[config.mk]
export PLATFORM = sky130hd
export DESIGN_NAME = axi_ext_access_master
export DESIGN_NICKNAME = d
export VERILOG_FILES = /design/src/rtl/cc_itf_pkg.sv /design/src/rtl/axi_ext_access_master.sv
export SDC_FILE = /design/constraint.sdc
export NUM_CORES = 1
export LEC_CHECK = 0
export CAP_MARGIN = 0
export CORE_AREA = 5 5 183 185
export CTS_CLUSTER_DIAMETER = 60
export DETAILED_ROUTE_END_ITERATION = 6
export DIE_AREA = 0 0 188 190
export PLACE_DENSITY = 0.68
export SYNTH_ARGS = -nofsm -noshare
export SYNTH_HDL_FRONTEND = slang
export SYNTH_SLANG_ARGS = --single-unit
[constraint.sdc]
create_clock -name clk_i -period 4.7 [get_ports clk_i]
set_input_delay 0.47 -clock clk_i [delete_from_list [all_inputs] [get_ports clk_i]]
set_output_delay 0.47 -clock clk_i [all_outputs]
set_load 0.02 [all_outputs]
[src/rtl/cc_itf_pkg.sv]
// Core-complex interface package: crossbar slave-port AXI4 typedefs plus the
// external-access master state enum. SOPHON_EXT_ACCESS_TIMEOUT_EN adds the drain state.
package CC_ITF_PKG;

  localparam int unsigned XBAR_ADDR_WIDTH = 32;
  localparam int unsigned XBAR_DATA_WIDTH = 64;
  localparam int unsigned XBAR_ID_WIDTH   = 4;
  localparam int unsigned XBAR_USER_WIDTH = 1;

  localparam logic [2:0] AXI_SIZE_D64   = 3'd3;
  localparam logic [1:0] AXI_BURST_INCR = 2'b01;

  localparam int unsigned EXT_ACCESS_TIMEOUT_CYCLES = 1024;

  typedef struct packed {
    logic [XBAR_ID_WIDTH-1:0]   id;
    logic [XBAR_ADDR_WIDTH-1:0] addr;
    logic [7:0]                 len;
    logic [2:0]                 size;
    logic [1:0]                 burst;
    logic                       lock;
    logic [3:0]                 cache;
    logic [2:0]                 prot;
    logic [3:0]                 qos;
    logic [3:0]                 region;
    logic [5:0]                 atop;
    logic [XBAR_USER_WIDTH-1:0] user;
  } xbar_slv_port_d64_aw_chan_t;

  typedef struct packed {
    logic [XBAR_ID_WIDTH-1:0]   id;
    logic [XBAR_ADDR_WIDTH-1:0] addr;
    logic [7:0]                 len;
    logic [2:0]                 size;
    logic [1:0]                 burst;
    logic                       lock;
    logic [3:0]                 cache;
    logic [2:0]                 prot;
    logic [3:0]                 qos;
    logic [3:0]                 region;
    logic [XBAR_USER_WIDTH-1:0] user;
  } xbar_slv_port_d64_ar_chan_t;

  typedef struct packed {
    logic [XBAR_DATA_WIDTH-1:0]   data;
    logic [XBAR_DATA_WIDTH/8-1:0] strb;
    logic                         last;
    logic [XBAR_USER_WIDTH-1:0]   user;
  } xbar_slv_port_d64_w_chan_t;

  typedef struct packed {
    logic [XBAR_ID_WIDTH-1:0]   id;
    logic [1:0]                 resp;
    logic [XBAR_USER_WIDTH-1:0] user;
  } xbar_slv_port_d64_b_chan_t;

  typedef struct packed {
    logic [XBAR_ID_WIDTH-1:0]   id;
    logic [XBAR_DATA_WIDTH-1:0] data;
    logic [1:0]                 resp;
    logic                       last;
    logic [XBAR_USER_WIDTH-1:0] user;
  } xbar_slv_port_d64_r_chan_t;

  typedef struct packed {
    xbar_slv_port_d64_aw_chan_t aw;
    logic                       aw_valid;
    xbar_slv_port_d64_w_chan_t  w;
    logic                       w_valid;
    logic                       b_ready;
    xbar_slv_port_d64_ar_chan_t ar;
    logic                       ar_valid;
    logic                       r_ready;
  } xbar_slv_port_d64_req_t;

  typedef struct packed {
    logic                       aw_ready;
    logic                       ar_ready;
    logic                       w_ready;
    logic                       b_valid;
    xbar_slv_port_d64_b_chan_t  b;
    logic                       r_valid;
    xbar_slv_port_d64_r_chan_t  r;
  } xbar_slv_port_d64_resps_t;

  typedef enum logic [2:0] {
    StIdle,
    StWr,
    StWrB,
    StRdAr,
    StRdR,
    StRsp
`ifdef SOPHON_EXT_ACCESS_TIMEOUT_EN
    , StDrain
`endif
  } ext_access_state_e;

endpackage

[src/rtl/axi_ext_access_master.sv]
// Single-beat AXI4 initiator for the core complex external-access slave port.
// Define SOPHON_EXT_ACCESS_TIMEOUT_EN to time out B/R waits and drain late beats.
module axi_ext_access_master
  import CC_ITF_PKG::*;
#(
  parameter int unsigned ADDR_WIDTH     = XBAR_ADDR_WIDTH,
  parameter int unsigned DATA_WIDTH     = XBAR_DATA_WIDTH,
  parameter int unsigned AXI_ID         = 0,
  parameter int unsigned TIMEOUT_CYCLES = EXT_ACCESS_TIMEOUT_CYCLES
) (
  input  logic                      clk_i,
  input  logic                      rst_ni,
  input  logic                      cmd_valid_i,
  output logic                      cmd_ready_o,
  input  logic                      cmd_we_i,
  input  logic [ADDR_WIDTH-1:0]     cmd_addr_i,
  input  logic [DATA_WIDTH-1:0]     cmd_wdata_i,
  input  logic [DATA_WIDTH/8-1:0]   cmd_strb_i,
  output logic                      rsp_valid_o,
  input  logic                      rsp_ready_i,
  output logic [DATA_WIDTH-1:0]     rsp_rdata_o,
  output logic                      rsp_err_o,
  output xbar_slv_port_d64_req_t    axi_req_o,
  input  xbar_slv_port_d64_resps_t  axi_rsp_i
);

  ext_access_state_e state_q, state_d;
  logic aw_pend_q, aw_pend_d, w_pend_q, w_pend_d;
  logic we_q;
  logic [ADDR_WIDTH-1:0]   addr_q;
  logic [DATA_WIDTH-1:0]   wdata_q;
  logic [DATA_WIDTH/8-1:0] strb_q;
  logic [DATA_WIDTH-1:0]   rdata_q, rdata_d;
  logic err_q, err_d;
  logic accept;

  assign accept = (state_q == StIdle) && cmd_valid_i;

`ifdef SOPHON_EXT_ACCESS_TIMEOUT_EN
  localparam int unsigned CntW = $clog2(TIMEOUT_CYCLES + 1);
  logic [CntW-1:0] cnt_q, cnt_d;
  logic timed_out_q, timed_out_d;
  logic expire;

  assign expire = (cnt_q == CntW'(TIMEOUT_CYCLES - 1));

  always_ff @(posedge clk_i or negedge rst_ni) begin
    if (!rst_ni) begin
      cnt_q       <= '0;
      timed_out_q <= 1'b0;
    end else begin
      cnt_q       <= cnt_d;
      timed_out_q <= timed_out_d;
    end
  end
`else
  logic unused_cfg;
  assign unused_cfg = ^{32'(TIMEOUT_CYCLES)};
`endif

  always_ff @(posedge clk_i or negedge rst_ni) begin
    if (!rst_ni) begin
      state_q   <= StIdle;
      aw_pend_q <= 1'b0;
      w_pend_q  <= 1'b0;
      rdata_q   <= '0;
      err_q     <= 1'b0;
      we_q      <= 1'b0;
      addr_q    <= '0;
      wdata_q   <= '0;
      strb_q    <= '0;
    end else begin
      state_q   <= state_d;
      aw_pend_q <= aw_pend_d;
      w_pend_q  <= w_pend_d;
      rdata_q   <= rdata_d;
      err_q     <= err_d;
      if (accept) begin
        we_q    <= cmd_we_i;
        addr_q  <= cmd_addr_i;
        wdata_q <= cmd_wdata_i;
        strb_q  <= cmd_strb_i;
      end
    end
  end

  always_comb begin
    state_d     = state_q;
    aw_pend_d   = aw_pend_q;
    w_pend_d    = w_pend_q;
    rdata_d     = rdata_q;
    err_d       = err_q;
    cmd_ready_o = 1'b0;
    rsp_valid_o = 1'b0;
`ifdef SOPHON_EXT_ACCESS_TIMEOUT_EN
    cnt_d       = cnt_q;
    timed_out_d = timed_out_q;
`endif
    unique case (state_q)
      StIdle: begin
        cmd_ready_o = 1'b1;
        if (cmd_valid_i) begin
          rdata_d = '0;
          err_d   = 1'b0;
          if (cmd_we_i) begin
            aw_pend_d = 1'b1;
            w_pend_d  = 1'b1;
            state_d   = StWr;
          end else begin
            state_d = StRdAr;
          end
        end
      end
      StWr: begin
        // AW and W retire independently; B wait starts once both have gone.
        if (aw_pend_q && axi_rsp_i.aw_ready) aw_pend_d = 1'b0;
        if (w_pend_q && axi_rsp_i.w_ready) w_pend_d = 1'b0;
        if (!aw_pend_d && !w_pend_d) begin
          state_d = StWrB;
`ifdef SOPHON_EXT_ACCESS_TIMEOUT_EN
          cnt_d   = '0;
`endif
        end
      end
      StWrB: begin
        if (axi_rsp_i.b_valid) begin
          err_d   = axi_rsp_i.b.resp[1];
          state_d = StRsp;
`ifdef SOPHON_EXT_ACCESS_TIMEOUT_EN
        end else if (expire) begin
          err_d       = 1'b1;
          timed_out_d = 1'b1;
          state_d     = StRsp;
        end else begin
          cnt_d = cnt_q + CntW'(1);
`endif
        end
      end
      StRdAr: begin
        if (axi_rsp_i.ar_ready) begin
          state_d = StRdR;
`ifdef SOPHON_EXT_ACCESS_TIMEOUT_EN
          cnt_d   = '0;
`endif
        end
      end
      StRdR: begin
        if (axi_rsp_i.r_valid) begin
          rdata_d = axi_rsp_i.r.data;
          err_d   = axi_rsp_i.r.resp[1];
          state_d = StRsp;
`ifdef SOPHON_EXT_ACCESS_TIMEOUT_EN
        end else if (expire) begin
          rdata_d     = '0;
          err_d       = 1'b1;
          timed_out_d = 1'b1;
          state_d     = StRsp;
        end else begin
          cnt_d = cnt_q + CntW'(1);
`endif
        end
      end
      StRsp: begin
        rsp_valid_o = 1'b1;
        if (rsp_ready_i) begin
          state_d = StIdle;
`ifdef SOPHON_EXT_ACCESS_TIMEOUT_EN
          if (timed_out_q) state_d = StDrain;
`endif
        end
      end
`ifdef SOPHON_EXT_ACCESS_TIMEOUT_EN
      StDrain: begin
        if (we_q ? axi_rsp_i.b_valid : axi_rsp_i.r_valid) begin
          timed_out_d = 1'b0;
          state_d     = StIdle;
        end
      end
`endif
      default: state_d = StIdle;
    endcase
  end

  always_comb begin
    axi_req_o          = '0;
    axi_req_o.aw.id    = XBAR_ID_WIDTH'(AXI_ID);
    axi_req_o.aw.addr  = addr_q;
    axi_req_o.aw.size  = AXI_SIZE_D64;
    axi_req_o.aw.burst = AXI_BURST_INCR;
    axi_req_o.aw_valid = aw_pend_q;
    axi_req_o.w.data   = wdata_q;
    axi_req_o.w.strb   = strb_q;
    axi_req_o.w.last   = 1'b1;
    axi_req_o.w_valid  = w_pend_q;
    axi_req_o.ar.id    = XBAR_ID_WIDTH'(AXI_ID);
    axi_req_o.ar.addr  = addr_q;
    axi_req_o.ar.size  = AXI_SIZE_D64;
    axi_req_o.ar.burst = AXI_BURST_INCR;
    axi_req_o.ar_valid = (state_q == StRdAr);
    axi_req_o.b_ready  = (state_q == StWrB);
    axi_req_o.r_ready  = (state_q == StRdR);
`ifdef SOPHON_EXT_ACCESS_TIMEOUT_EN
    if (state_q == StDrain) begin
      axi_req_o.b_ready = we_q;
      axi_req_o.r_ready = !we_q;
    end
`endif
  end

  assign rsp_rdata_o = rdata_q;
  assign rsp_err_o   = err_q;

  logic unused_rsp;
  assign unused_rsp = ^{axi_rsp_i.b.id, axi_rsp_i.b.user, axi_rsp_i.b.resp[0],
                        axi_rsp_i.r.id, axi_rsp_i.r.user, axi_rsp_i.r.resp[0],
                        axi_rsp_i.r.last};

endmodule
==> run summary, run 1 <==
Core region area -> 0.0319 mm2
Arrival time at the worst endpoint -> 2150 ps
Congestion Overflow GR -> 0
Die area -> 0.0357 mm2
Startpoint types -> flop
Die height -> 190 um
Post-CTS Hold Buffers -> 0
Actual slew at the worst max-slew pin -> 922 ps
Critical path's top delay family -> buffers and inverters
CTS tree -> yes
Cells resized by post-CTS repair -> 0
Setup_tns -> 0 ps
Setup CP Type -> flop to output port
Ranking of synthesized cells by area -> dfrtp_1, mux2_1, buf_4
Largest net degree at the start of global routing -> 102
Final Max Tran Viols -> 0
CP Cell Sequence -> nand2b_1, nor2_1, clkdlybuf4s50_1
# IOs -> 477
Cells after synthesis -> 650
Crit path buf inv count -> 1
Iteration-0 DRC Markers -> 150
Port bufs -> 387
FILL cells -> 3084
Leakage -> 0.00538 uW
Yosys reg bits -> 174
Vias in the first global route -> 5769
1st-pass router iterations -> 4
Initial Util -> 25.1%
Hold Crit Class -> input port to asynchronous set/reset pin
Critical R2R Launch -> state_q[1]
Final nets -> 1190
Max stage delay on crit path -> 680 ps
Fin crit period -> 2620 ps
Dpl hpwl -> 16.7 mm
Clock Tree Root -> clkbuf_16
Layout cell share with drive strength beyond 1 -> 4.36%
Post-CTS setup buffer count -> 0
Die Span X -> 188 um
Clk slew on worst S/H paths -> 70 ps
Cell Area, Synth -> 0.00799 mm2
Pwr/cell area -> 676 mW/mm2
Top_reg_cell synth -> dfrtp_1
RSZ-0062 raised after global routing -> false
Area Overhead vs Synth -> 53.6%
Slowest cell on crit path -> clkdlybuf4s50_1
Initial antenna violation count -> 0
Synth top cells by count -> dfrtp_1, buf_4, mux2_1
Max VDD drop -> 0.473 mV
Via count -> 5572
Worst-Skew Late Latency -> 430 ps
Total of max-cap violations -> 0
Total length of routed wires -> 22.0 mm
N_diodes -> 0
Register area share after synthesis -> 54.5%
Total Routing Usage GR -> 12.0%
Final ANT Viol Nets -> 0
Reg2Reg Depth -> 4
Yosys warning count -> 0
Setup violation total in the final timing report -> 0
CTS Buffer Depth -> 2
RR Endpoint -> strb_q[2]
Cell type with the highest aggregate area in the netlist -> dfrtp_1
Post-layout total power -> 8290 uW
Register Area -> 0.00435 mm2
Post-synth ARST share -> 100%
Worst Path Required -> 4230 ps
# clock sinks -> 174
Multi-input gate area -> 0.00261 mm2
Fmax -> 0.382 GHz
Syn Area/Cell -> 12.3 um2
Post-route clock period utilization -> 55.7%
Clk_skew -> 7.86 ps
Crit end category -> output port
Most frequent cell after synthesis -> dfrtp_1
Worst relative slew slack -> 38.6%
Core Util, Final -> 38.5%
CTS buffer count -> 17
Post-route DRC -> 0
RD Place Congestion -> 0.722
First-pass GRT wire length -> 33.8 mm
Number of distinct library cells after synthesis -> 31
Reg-to-reg setup timing slack -> 2390 ps
Crit-path max FO -> 12
Vias per inst -> 3.93
# rows -> 66
Hold slack -> 43.2 ps
Status -> finished, final reports clean
Fin. Hold Viols -> 0
Htree depth -> 4
EDFF count, synth -> 0
Routed len/inst -> 15.5 um
Yosys top cell area share -> 54.5%
==> per-layer routing <==
layer  up-vias  track usage [%]  wire length, um
met3        23             4.40             1840
met2       266             19.5            10600
li1       2604                -                -
met1      2679             14.7             9180
met4         0             4.71              381
met5         -                0                0
==> cell type report <==
| type | count | share of cell area [%] |
|---|---|---|
| Clock buffer | 17 | 3.47 |
| Clock inverter | 15 | 1.50 |
| Inverter | 65 | 1.99 |
| Multi-Input combinational cell | 346 | 21.2 |
| Sequential cell | 174 | 35.5 |
| Tap cell | 408 | 4.16 |
| Timing Repair Buffer | 393 | 32.2 |
==> sequential cells by signal, summed over array words and instances (netlist names) <==
signal,flops
rsp_rdata_o,64
wdata_q,64
addr_q,32
strb_q,8
state_q,3
aw_pend_q,1
rsp_err_o,1
w_pend_q,1
==> through the flow <==
stage | instance area (um2) | std cells | worst slack [ps]
global placement | 11700 | 1386 | 2070
finish | 12300 | 1418 | 2080
floorplan | 8270 | 724 | 2900
global route | 12300 | 1418 | 1930
CTS | 12300 | 1418 | 2030
detailed placement | 11700 | 1386 | 2040
==> power breakdown <==
part           leakage (uW)  internal (uW)  total (uW)  switching, uW
Clock              0.000291            844        1490            644
Sequential          0.00218           2170        2580            405
Combinational       0.00291           2080        4220           2140
Total               0.00538           5100        8290           3190
==> cells in the final DEF, fill, tap and decap left out, types with 3 or more instances in the layout <==
master             n
clkinv_4           3
a21oi_1            3
buf_4              4
o2bb2ai_1          3
clkdlybuf4s50_1  386
mux2_1           106
dfrtp_1          174
clkinvlp_4         3
nor2_1             5
mux2i_1           65
inv_6              4
clkbuf_16         17
conb_1            76
inv_1             65
nand2_1           68
bufinv_16          3
==> worst register-to-register path, delay by kind of cell, from the launching register on <==
kind | cells | cell delay [ps]
buffers and inverters | 1 | 380
flip-flops | 1 | 530
multiplexers | 1 | 400
AND/OR/NAND/NOR | 2 | 880
==> kinds of logic after synthesis <==
family / Yosys count / share of synthesized area [%]
other: 2 / 0.0940
buffers and inverters: 204 / 16.5
flip-flops: 174 / 54.5
multiplexers: 171 / 23.1
AO/OA/AOI/OAI: 13 / 1.14
AND/OR/NAND/NOR: 86 / 4.64
==> worst max-delay path by stage <==
stage	startpoint	depth (start not counted)	to
after floorplan	state_q[2]	6	strb_q[0]
after global placement	cmd_valid_i	4	wdata_q[27]
after detailed placement	cmd_valid_i	5	rsp_rdata_o[8]
after global routing	state_q[1]	3	axi_req_o[68]
after CTS	state_q[1]	3	axi_req_o[68]
final	state_q[1]	3	axi_req_o[68]
Power figures use the tool's default switching activity.
==> inputs of run 2 (changes only) <==
--- a/config.mk
+++ b/config.mk
@@ -6,11 +6,11 @@
 export NUM_CORES = 1
 export LEC_CHECK = 0
 export CAP_MARGIN = 0
-export CORE_AREA = 5 5 183 185
+export CORE_AREA = 5 5 184 186
 export CTS_CLUSTER_DIAMETER = 60
 export DETAILED_ROUTE_END_ITERATION = 6
-export DIE_AREA = 0 0 188 190
-export PLACE_DENSITY = 0.68
+export DIE_AREA = 0 0 189 191
+export PLACE_DENSITY = 0.7
 export SYNTH_ARGS = -nofsm -noshare
 export SYNTH_HDL_FRONTEND = slang
 export SYNTH_SLANG_ARGS = --single-unit
==> constraint.sdc (replaced) <==
create_clock -name clk_i -period 2.29 [get_ports clk_i]
set_input_delay 0.229 -clock clk_i [delete_from_list [all_inputs] [get_ports clk_i]]
set_output_delay 0.229 -clock clk_i [all_outputs]
set_load 0.02 [all_outputs]
==> run summary, run 2 (synthesis gave the netlist of run 1 again) <==
CP Cell Sequence -> inv_1, nor3b_1, clkdlybuf4s50_1
Die area -> 0.0361 mm2 (+1.1%)
Total Routing Usage GR -> 12.5% (+0.50 points)
Crit end category -> output port
Most common cell after layout, fill and taps aside -> clkdlybuf4s50_1
Setup WS post-layout -> 139 ps (-1940 ps)
Layout cell share with drive strength beyond 1 -> 5.49% (+1.1 points)
Slowest cell on crit path -> clkdlybuf4s50_1
Status -> finished, final reports clean
Routed len/inst -> 16.3 um (+4.9%)
CTS tree -> yes
Setup violation total in the final timing report -> 0 (unchanged)
Final Max Tran Viols -> 0 (unchanged)
Fin. Hold Viols -> 0 (unchanged)
Area Overhead vs Synth -> 54.9%
RD Place Congestion -> 0.748 (+3.7%)
RR Endpoint -> wdata_q[48]
Clk_skew -> 10.3 ps (+2.43 ps)
Port bufs -> 387 (unchanged)
Total of max-cap violations -> 0 (unchanged)
Reg-to-reg setup timing slack -> 450 ps (-1940 ps)
First-pass GRT wire length -> 34.8 mm (+3.0%)
RSZ-0062 raised after global routing -> false
Dpl hpwl -> 17.9 mm (+7.2%)
# rows -> 66 (unchanged)
Max stage delay on crit path -> 660 ps (-20 ps)
1st-pass router iterations -> 4 (unchanged)
Vias per inst -> 3.94 (+0.30%)
Pwr/cell area -> 1380 mW/mm2 (+100%)
Startpoint types -> flop
Hold Crit Class -> input port to asynchronous set/reset pin
Iteration-0 DRC Markers -> 151 (+0.67%)
Leakage -> 0.00545 uW (+1.3%)
Vias in the first global route -> 5906 (+2.4%)
Dpl cell area -> 0.0118 mm2 (+1.0%)
Final ANT Viol Nets -> 0 (unchanged)
# clock sinks -> 174 (unchanged)
Arrival time at the worst endpoint -> 1920 ps (-230 ps)
Via count -> 5632 (+1.1%)
CTS buffer count -> 17 (unchanged)
Largest net degree at the start of global routing -> 79 (-23%)
Post-route clock period utilization -> 93.9%
Core region area -> 0.0321 mm2 (+0.78%)
Reg2Reg Depth -> 4 (unchanged)
Worst Path Required -> 2060 ps (-2170 ps)
CTS Buffer Depth -> 2 (unchanged)
Setup CP Type -> flop to output port
Critical R2R Launch -> state_q[1]
# IOs -> 477 (unchanged)
Post-layout total power -> 17100 uW (+110%)
Fmax -> 0.465 GHz
Initial Util -> 24.9% (-0.19 points)
Post-route DRC -> 0 (unchanged)
Worst-Skew Late Latency -> 440 ps (about the same)
Clk slew on worst S/H paths -> 70 ps (about the same)
Setup_tns -> 0 ps (unchanged)
Htree depth -> 4 (unchanged)
Die Span X -> 189 um (+0.53%)
Commonest cells after routing, fill and taps aside -> clkdlybuf4s50_1, dfrtp_1, mux2_1, conb_1, nand2_1
Total length of routed wires -> 23.2 mm (+5.7%)
Initial antenna violation count -> 3 (+3)
Final nets -> 1200 (+0.84%)
Actual slew at the worst max-slew pin -> 669 ps (-253 ps)
Clock Tree Root -> clkbuf_16
Worst slack at placement -> 278 ps (-1760 ps)
Die height -> 191 um (+0.53%)
Crit-path max FO -> 12 (unchanged)
Fin crit period -> 2150 ps
Max VDD drop -> 0.614 mV (+30%)
Post-route cell area -> 0.0124 mm2 (+0.87%)
Congestion Overflow GR -> 0 (unchanged)
Worst relative slew slack -> 55.4% (+17 points)
## run 2: cell types whose count changed in the layout (fill, tap and decap cells not counted), moves of 3 or more
cell,previous run,this run
buf_4,4,9
clkinv_2,2,5
dfrtp_2,0,3
clkinvlp_4,3,0
buf_12,2,6
dfrtp_1,174,171
## run 2: layer usage
| metal | routed length, um | vias to the layer above | global-route usage [%] |
|---|---|---|---|
| li1 | - | 2625 | - |
| met1 | 9110 | 2721 | 14.1 |
| met2 | 11400 | 254 | 21.2 |
| met3 | 2320 | 26 | 5.75 |
| met4 | 364 | 6 | 3.92 |
| met5 | 35 | - | 0 |
## run 2: how the worst max path moves through the flow
stage | start | endpoint | slack, ps | depth (start not counted)
3_3_place_gp | cmd_valid_i | rsp_rdata_o[36] | 330 | 5
6_report | state_q[0] | rsp_valid_o | 140 | 3
5_1_grt | state_q[0] | rsp_valid_o | 5 | 3
2_1_floorplan | state_q[2] | strb_q[0] | 490 | 6
3_5_place_dp | cmd_valid_i | rsp_rdata_o[30] | 280 | 5
4_1_cts | state_q[2] | axi_req_o[0] | 60 | 2
## run 2: what timing repair did
item / CTS / global route
setup endpoints to repair: 2 / 1
hold endpoints to repair: 31 / 0
buffers inserted: 0 / 0
resized for setup: 3 / 1
hold buffers: 1 / 0
## run 2: through the flow
step	hold WS, ps	util [%]	instances
3_3_place_gp	138	36.7	1395
4_1_cts	211	38.5	1428
3_5_place_dp	140	36.7	1395
2_1_floorplan	-66.6	-	724
5_1_grt	252	38.5	1428
6_report	239	38.5	1429
## run 2: worst max-delay path, delay by kind of cell (launching register included)
family,cells,cell delay (ps)
buffers and inverters,2,790
flip-flops,1,510
AND/OR/NAND/NOR,1,190
## run 2: final cells by class
type | count | area, um2
clock buffers | 17 | 425
flip-flops and latches | 174 | 4360
repair buffers | 403 | 4070
diodes | 1 | 2.50
clock inverters | 15 | 158
well taps | 408 | 510
multi-input cells | 346 | 2610
fillers | 3110 | 19700
inverters | 65 | 244
## run 2: power breakdown
part	total [uW]	leakage [uW]	switching [uW]	internal (uW)
Combinational	8770	0.00298	4400	4360
Clock	2960	0.000294	1340	1630
Sequential	5330	0.00218	857	4470
